**config.mk**
```make
export PLATFORM = sky130hd
export DESIGN_NAME = mult32_flat
export DESIGN_NICKNAME = d
export VERILOG_FILES = /design/src/rtl/mult32_pkg.sv /design/src/rtl/mult32_if.sv /design/src/rtl/mult32_ctrl.sv /design/src/rtl/mult32.sv /design/src/flat_wrapper.sv
export SDC_FILE = /design/constraint.sdc
export NUM_CORES = 1
export LEC_CHECK = 0
export BUFFER_PORTS_ARGS = -buffer_cell sky130_fd_sc_hd__buf_4
export CORE_ASPECT_RATIO = 1.25
export CORE_MARGIN = 2
export CORE_UTILIZATION = 58
export CTS_CLUSTER_DIAMETER = 80
export DETAILED_ROUTE_END_ITERATION = 8
export PLACE_DENSITY = 0.81
export SETUP_SLACK_MARGIN = 0.5
export SYNTH_ARGS = -nofsm -noshare
export SYNTH_HDL_FRONTEND = slang
export SYNTH_HIERARCHICAL = 1
export SYNTH_SLANG_ARGS = --single-unit
export TNS_END_PERCENT = 10
```
**constraint.sdc**
```tcl
create_clock -name clk -period 3 [get_ports clk]
set_input_delay 0.3 -clock clk [delete_from_list [all_inputs] [get_ports clk]]
set_output_delay 0.3 -clock clk [all_outputs]
set_load 0.01 [all_outputs]
```
**src/rtl/mult32_pkg.sv**
```systemverilog
// Shared widths, iteration count and controller state type for the mult32 multiplier.
package mult32_pkg;

    localparam int unsigned OP_W   = 16;
    localparam int unsigned PROD_W = 32;
    localparam int unsigned ITER   = 16;
    localparam int unsigned CNT_W  = 5;

    typedef enum logic [1:0] {
        StIdle,
        StRun,
        StDone
    } state_e;

endpackage

```
**src/rtl/mult32_if.sv**
```systemverilog
// Request/result bundle of the mult32 multiplier: start request, operands, product and done flag.
interface mult32_if;
    import mult32_pkg::*;

    logic              init;
    logic [OP_W-1:0]   A;
    logic [OP_W-1:0]   B;
    logic [PROD_W-1:0] pp;
    logic              done;

    modport master (
        output init,
        output A,
        output B,
        input  pp,
        input  done
    );

    modport slave (
        input  init,
        input  A,
        input  B,
        output pp,
        output done
    );

endinterface

```
**src/rtl/mult32_ctrl.sv**
```systemverilog
// Sequencer for mult32: IDLE/RUN/DONE FSM and iteration counter issuing load/step strobes.
// MULT32_EARLY_DONE_EN adds an exit from RUN as soon as the remaining multiplier bits are zero.
module mult32_ctrl
    import mult32_pkg::*;
(
    input  logic clk,
    input  logic rst,
    input  logic init,
`ifdef MULT32_EARLY_DONE_EN
    input  logic mplier_last,
`endif
    output logic load,
    output logic step,
    output logic done
);

    state_e           state_q, state_d;
    logic [CNT_W-1:0] cnt_q, cnt_d;

    always_ff @(posedge clk) begin
        if (rst) begin
            state_q <= StIdle;
            cnt_q   <= '0;
        end else begin
            state_q <= state_d;
            cnt_q   <= cnt_d;
        end
    end

    always_comb begin
        state_d = state_q;
        cnt_d   = cnt_q;
        load    = 1'b0;
        step    = 1'b0;
        done    = 1'b0;
        unique case (state_q)
            StIdle: begin
                if (init) begin
                    load    = 1'b1;
                    cnt_d   = '0;
                    state_d = StRun;
                end
            end
            StRun: begin
                step  = 1'b1;
                cnt_d = cnt_q + 1'b1;
                if (cnt_q == CNT_W'(ITER - 1)) begin
                    state_d = StDone;
                end
`ifdef MULT32_EARLY_DONE_EN
                // Nothing left to add once the shifted multiplier is empty.
                if (mplier_last) begin
                    state_d = StDone;
                end
`endif
            end
            StDone: begin
                done = 1'b1;
                if (init) begin
                    load    = 1'b1;
                    cnt_d   = '0;
                    state_d = StRun;
                end
            end
            default: begin
                state_d = StIdle;
            end
        endcase
    end

endmodule

```
**src/rtl/mult32.sv**
```systemverilog
// 16x16 unsigned shift-and-add multiplier, one iteration per clock, product held with done.
// Build option MULT32_EARLY_DONE_EN finishes as soon as no multiplier bits remain.
module mult32
    import mult32_pkg::*;
(
    input logic   clk,
    input logic   rst,
    mult32_if.slave bus
);

    logic [PROD_W-1:0] mcand_q, mcand_d;
    logic [OP_W-1:0]   mplier_q, mplier_d;
    logic [PROD_W-1:0] pp_q, pp_d;
    logic              load;
    logic              step;
    logic              done;

    mult32_ctrl u_ctrl (
        .clk         (clk),
        .rst         (rst),
        .init        (bus.init),
`ifdef MULT32_EARLY_DONE_EN
        .mplier_last (mplier_q[OP_W-1:1] == '0),
`endif
        .load        (load),
        .step        (step),
        .done        (done)
    );

    always_ff @(posedge clk) begin
        if (rst) begin
            mcand_q  <= '0;
            mplier_q <= '0;
            pp_q     <= '0;
        end else begin
            mcand_q  <= mcand_d;
            mplier_q <= mplier_d;
            pp_q     <= pp_d;
        end
    end

    always_comb begin
        mcand_d  = mcand_q;
        mplier_d = mplier_q;
        pp_d     = pp_q;
        if (load) begin
            mcand_d  = {{(PROD_W - OP_W){1'b0}}, bus.A};
            mplier_d = bus.B;
            pp_d     = '0;
        end else if (step) begin
            if (mplier_q[0]) begin
                pp_d = pp_q + mcand_q;
            end
            mcand_d  = mcand_q << 1;
            mplier_d = mplier_q >> 1;
        end
    end

    assign bus.pp   = pp_q;
    assign bus.done = done;

endmodule

```
**src/flat_wrapper.sv**
```systemverilog
// flat-port wrapper written by rule: the top's interface ports become plain ports
module mult32_flat import mult32_pkg::*;
  (clk, rst, bus_init, bus_A, bus_B, bus_pp, bus_done);
  mult32_if bus_i ();
  input logic clk;
  input logic rst;
  input wire logic [$bits(bus_i.init)-1:0] bus_init;
  input wire logic [$bits(bus_i.A)-1:0] bus_A;
  input wire logic [$bits(bus_i.B)-1:0] bus_B;
  output wire logic [$bits(bus_i.pp)-1:0] bus_pp;
  output wire logic [$bits(bus_i.done)-1:0] bus_done;
  assign bus_i.init = bus_init;
  assign bus_i.A = bus_A;
  assign bus_i.B = bus_B;
  assign bus_pp = bus_i.pp;
  assign bus_done = bus_i.done;
  mult32 u_core (.clk(clk), .rst(rst), .bus(bus_i));
endmodule
```
==> key figures, run 1 <==
Run status
  • Status: finished clean

Global route
  • Initial antenna violation count: 0
  • Grt ovf: 0
  • Tot GR Track Use: 25.7%
  • Largest net degree at the start of global routing: 67
  • Vias in the first global route: 4388
  • First-pass GRT wire length: 19.5 mm

Power and ir drop
  • Worst VDD drop: 0.000291 V
  • PwrDens: 388 nW/um2
  • LEAKAGE: 0.00249 uW
  • Total power: 2290 uW

Die
  • Full die area: 9480 um2
  • Die Span Y: 108 um
  • Die Span X: 87.5 um
  • Core Box Area: 8560 um2
  • I/O pins: 68
  • Starting Density: 59.0%
  • # rows: 38

STA
  • FMAX: 394 MHz
  • Final setup violation count: 0
  • Slew margin rel.: 57.6%
  • Setup TNS Final: 0 ns
  • Slew Viols, Final: 0
  • Tightest Pin Transition: 0.637 ns
  • Final setup margin: 0.461 ns
  • RSZ-0062 raised after global routing: true
  • Fin. Hold Viols: 0
  • Min cycle time layout: 2.54 ns
  • Layout Skew: 0.00880 ns
  • Final period util: 84.6%

Yosys
  • Post-Synthesis Cells: 610
  • Mux cell area share after synthesis: 9.64%
  • Cell variety after synth: 64
  • Seq/Total Area, Yosys: 34.5%
  • Yosys warns: 6
  • Top cell type's share of synthesized area: 34.5%
  • Largest family of logic cells by synthesized area: compound AO/OA/AOI/OAI gates
  • Post-synthesis xor/xnor area fraction: 3.81%
  • Adder-cell share of the synthesized area: 8.57%
  • Post-synth EDFFs: 0
  • Net Count, Synth: 679
  • Synth Area per Inst: 8.28 um2
  • #FFs+latches synth: 87
  • Cell Area, Synth: 5050 um2
  • Synth Area in Compound Gates: 21.4%
  • Synth area leader: dfxtp_1
  • Synth Area in Simple Gates: 18.7%
  • Main synth FF type: dfxtp_1
  • Ranking of synthesized cells by area: dfxtp_1 (34%), a21oi_1 (9.1%), mux2i_1 (9.1%)
  • Post-synth ARST share: 0%

Setup path
  • Flop-to-flop setup slack: 0.46 ns
  • Critical Path Sink Type: register
  • Worst R2R Path Depth: 10
  • Crit path launch type: register
  • Worst Path Required: 3.27 ns
  • Crit Path Class: reg2reg
  • Largest fanout on the critical path: 6
  • WP data arrival: 2.81 ns

Routing
  • Routed Antenna Nets: 0
  • Detail-routed via count per cell: 5.93
  • Drc violations: 0
  • Pre-antenna DRT Iters: 4
  • Vias: 4518
  • Routed wire per std cell: 15.5 um
  • Drt total wl: 11.8 mm
  • DR iter-0 viols: 239

Final layout
  • Final net count: 727
  • Filler cell count: 695
  • Layout Utilization: 68.9%
  • Register area: 1750 um2
  • Area of the multi-input gates: 3250 um2
  • Area growth syn-to-layout: 16.7%
  • Ant diodes: 0
  • Fraction of layout cells with a size suffix above 1: 18.9%

Min path
  • Min-delay worst type: in2reg
  • Min-Delay Path Depth: 3

Place
  • Port bufs: 67
  • Placed wire-length estimate: 8.14 mm
  • Routability cong.: 0.894
  • Setup WS pre-CTS: 0.316 ns

Clock tree
  • TritonCTS Sinks: 87
  • CTS Buf Count: 9
  • Clk buf depth: 2
  • Clock slew at reported path FFs: 0.08 ns
  • Post-CTS Hold Buffers: 0
  • Root Driver: clkbuf_8
  • CTS H-tree depth: 3
  • Clock latency on the worst-skew pair: 0.38 ns
  • TritonCTS clock tree: done

Job
  • Max-cap viol count: 0
==> cell usage in the layout, fill, tap and decap left out, drive strengths merged, types with 5 or more instances in the layout <==
master / count
nand4: 5
nor2: 94
xnor2: 17
ha: 33
mux2i: 46
and3: 6
o21ai: 13
buf: 73
nand3: 9
nor3: 7
a21o: 16
clkbuf: 12
a22o: 6
inv: 9
nand2: 60
dfxtp: 87
a21oi: 92
xor2: 5
==> where the power goes <==
group | internal (uW) | switching (uW) | leakage, uW
Sequential | 1190 | 25.4 | 0.000708
Combinational | 121 | 158 | 0.00170
Clock | 381 | 413 | 0.0000827
Total | 1690 | 597 | 0.00249
==> flip-flops by register name, indices dropped and copies added, names as in the netlist <==
| signal | count |
|---|---|
| u_core/bus.pp | 32 |
| u_core/mcand_q | 32 |
| u_core/mplier_q | 16 |
| u_core/u_ctrl/cnt_q | 5 |
| u_core/u_ctrl/state_q | 2 |
==> cell usage after synthesis, drive strengths merged (5+ instances only) <==
| master | number |
|---|---|
| nand3 | 9 |
| a21oi | 92 |
| ha | 33 |
| nor2 | 94 |
| inv | 9 |
| dfxtp | 87 |
| mux2i | 46 |
| nand4 | 5 |
| clkbuf | 26 |
| a22o | 6 |
| xor2 | 5 |
| xnor2 | 17 |
| a21o | 16 |
| buf | 10 |
| nor3 | 7 |
| and3 | 6 |
| nand2 | 60 |
| o21ai | 13 |
==> area by class of cell <==
class | count | area share [%]
Clock inverter | 3 | 0.764
Inverter | 10 | 0.658
Sequential cell | 87 | 29.6
Tap cell | 100 | 2.12
Timing Repair Buffer | 73 | 9.30
Multi-Input combinational cell | 477 | 55.2
Clock buffer | 12 | 2.29
==> path summary, 6_finish.rpt <==
path | startpoint | end
hold / removal | bus_A[10] | u_core/mcand_q[10]
setup / recovery | u_core/bus.pp[0] | u_core/bus.pp[30]
setup reg to reg | u_core/bus.pp[0] | u_core/bus.pp[30]
hold reg to reg | u_core/bus.pp[10] | u_core/bus.pp[10]
==> metal layers <==
metal / GRT usage [%] / up-vias / part of all wire (%)
li1: - / 2254 / -
met1: 29.4 / 2126 / 42
met2: 45.0 / 112 / 51
met3: 4.50 / 26 / 4.6
met4: 13.3 / 0 / 2.7
met5: 0 / - / 0
==> critical path, stage by stage (launching register included) <==
cell	delay (ns)
dfxtp_1	0.33
ha_2	0.20
fa_2	0.34
a21o_1	0.20
a221oi_4	0.29
o31ai_4	0.11
a21o_1	0.20
a41o_4	0.26
a41oi_2	0.20
xnor2_1	0.09
a22o_1	0.22
==> metrics by stage <==
step | hold slack [ns] | std cells | area, um2
3_5_place_dp | 0.466 | 746 | 5580
3_3_place_gp | 0.454 | 746 | 5580
4_1_cts | 0.153 | 762 | 5860
6_report | 0.151 | 762 | 5890
5_1_grt | 0.161 | 762 | 5890
2_1_floorplan | 0.439 | 610 | 5060
==> cells by family (layout without fill, tap and decap cells) <==
logic type	after synthesis	after routing
DFF	87	87
xor gates and xnor gates	22	22
buffers and inverters	46	98
AOI/OAI and AO/OA	164	164
and+or+nand+nor	209	209
muxes	48	48
adders and majority gates	34	34
==> timing repair <==
action                                  4_1_cts  5_1_grt
gates cloned                                  0        0
endpoints found under the hold margin         0        0
endpoints found under the setup margin        8       11
pin swaps                                     3        1
buffers inserted                              1        0
gates resized for setup                      14        9
(Power assumes the default switching activity.)
==> run 2, diff against run 1 <==
Settings changed: CORE_UTILIZATION 58 to 53, PLACE_DENSITY 0.81 to 0.78.
Clock period 3 ns to 2.2 ns, I/O delays scaled along.
==> run 2 against run 1 <==
  * The flow now finishes with violations (setup timing)
  * Non-clock buffer count up 76
  * Clock power up 80%
  * Combinational power up 70%
  * Die area up 9.0%
  * Maximum frequency up 1.9%
  * Sequential share of layout area down 3.6 points
  * Critical path type unchanged
  * Highest routed layer unchanged
==> key figures, run 2 (synthesized netlist as in run 1, its figures left out) <==
Clock tree
  • Clock slew at reported path FFs: 0.06 ns
  • CTS H-tree depth: 3
  • Clk buf depth: 2
  • Post-CTS Hold Buffers: 0
  • TritonCTS Sinks: 87
  • Clock latency on the worst-skew pair: 0.35 ns
  • TritonCTS clock tree: done
  • CTS Buf Count: 9
  • Root Driver: clkbuf_16

Routing
  • Pre-antenna DRT Iters: 4
  • Drt total wl: 13.8 mm
  • Detail-routed via count per cell: 5.79
  • Vias: 4982
  • Routed Antenna Nets: 0
  • Routed wire per std cell: 16.0 um
  • DR iter-0 viols: 251
  • Drc violations: 0

Global route
  • First-pass GRT wire length: 22.1 mm
  • Tot GR Track Use: 26.2%
  • Grt ovf: 0
  • Initial antenna violation count: 0
  • Largest net degree at the start of global routing: 67
  • Vias in the first global route: 4924

Place
  • Placed wire-length estimate: 9.42 mm
  • Port bufs: 67
  • # placed instances: 845
  • Routability cong.: 0.868

STA
  • Min cycle time layout: 2.49 ns
  • Final setup margin: -0.290 ns
  • RSZ-0062 raised after global routing: true
  • Final setup violation count: 12
  • Slew margin rel.: 54.7%
  • FMAX: 402 MHz
  • Layout Skew: 0.00546 ns
  • Fin. Hold Viols: 0
  • Slew Viols, Final: 0
  • Final period util: 113%
  • Tightest Pin Transition: 0.677 ns

Die
  • Full die area: 10300 um2
  • Starting Density: 54.8%
  • Die Span X: 91.3 um
  • Core Box Area: 9220 um2
  • I/O pins: 68
  • # rows: 39
  • Die Span Y: 113 um

Setup path
  • Critical Path Sink Type: register
  • Worst Path Required: 2.44 ns
  • WP data arrival: 2.73 ns
  • Crit path launch type: register
  • Largest fanout on the critical path: 6
  • Crit Path Class: reg2reg

Final layout
  • Highest-count cells in the layout ignoring fill and taps: buf_4 (146), nor2_1 (93), a21oi_1 (85)
  • Area of the multi-input gates: 3360 um2
  • Final Non-Filler Cells: 861
  • Fraction of layout cells with a size suffix above 1: 29.3%
  • Commonest non-fill, non-tap cell in the layout: buf_4
  • Area growth syn-to-layout: 32.9%
  • Register area: 1750 um2
  • Filler cell count: 656
  • Final net count: 803
  • Ant diodes: 0

Job
  • Max-cap viol count: 0

Run status
  • Status: finished, violations left
  • Failing checks: setup timing

Min path
  • Min-delay worst type: in2reg

Power and ir drop
  • Total power: 3560 uW
  • PwrDens: 530 nW/um2
  • LEAKAGE: 0.00299 uW
  • Worst VDD drop: 0.000445 V
==> run 2: area by class of cell <==
| class | count | share of cell area (%) |
|---|---|---|
| clock buffers | 12 | 3.82 |
| clock inverters | 3 | 0.280 |
| inverters | 10 | 0.578 |
| well taps | 123 | 2.29 |
| multi-input cells | 477 | 50.1 |
| repair buffers | 149 | 16.9 |
| flip-flops and latches | 87 | 26.0 |
==> run 2: stage by stage <==
step,hold WS [ns],utilization (%),worst slack [ns],setup TNS (ns),cell area [um2]
after detailed placement,0.453,67.3,-0.359,-3.35,6210
after global routing,0.116,72.8,-0.364,-3.54,6710
after global placement,0.448,67.3,-0.222,-2.00,6210
after floorplan,0.359,-,-0.236,-1.52,5080
final,0.102,72.8,-0.290,-1.98,6710
after CTS,0.0990,71.8,-0.290,-1.99,6620
==> run 2: critical path, stage by stage, from the launching register on <==
cell      delay [ns]
dfxtp_2         0.33
ha_4            0.16
fa_2            0.34
a21o_1          0.21
a221oi_4        0.28
o31ai_2         0.11
a21o_1          0.19
a41o_4          0.26
a41oi_2         0.22
xnor2_1         0.11
a22o_1          0.19
==> run 2: power breakdown <==
part | internal, uW | leakage (uW) | switching [uW]
Combinational | 221 | 0.00215 | 252
Sequential | 1620 | 0.000708 | 31.6
Clock | 819 | 0.000138 | 616
Total | 2660 | 0.00299 | 899
==> run 2: layer usage <==
layer	track usage (%)	share of wire (%)	wire length, um	up-vias
li1	-	-	-	2420
met1	28.5	40	5510	2383
met2	48.3	52	7230	138
met3	3.33	3.6	498	41
met4	15.3	3.8	529	0
met5	0	0	0	-
==> run 2: repair_timing <==
| action | in CTS | in global routing |
|---|---|---|
| gates resized for setup | 29 | 18 |
| pin swaps | 25 | 3 |
| setup endpoints to repair | 27 | 58 |
| buffers inserted | 0 | 1 |
==> run 2: worst paths after layout <==
kind	startpoint	to	slack, ns	depth (start not counted)
worst min register to register	u_core/bus.pp[21]	u_core/bus.pp[21]	0.48	2
worst max-delay path	u_core/mcand_q[0]	u_core/bus.pp[28]	-0.29	10
worst max register to register	u_core/mcand_q[0]	u_core/bus.pp[28]	-0.29	10
worst min-delay path	bus_B[6]	u_core/mplier_q[6]	0.10	3
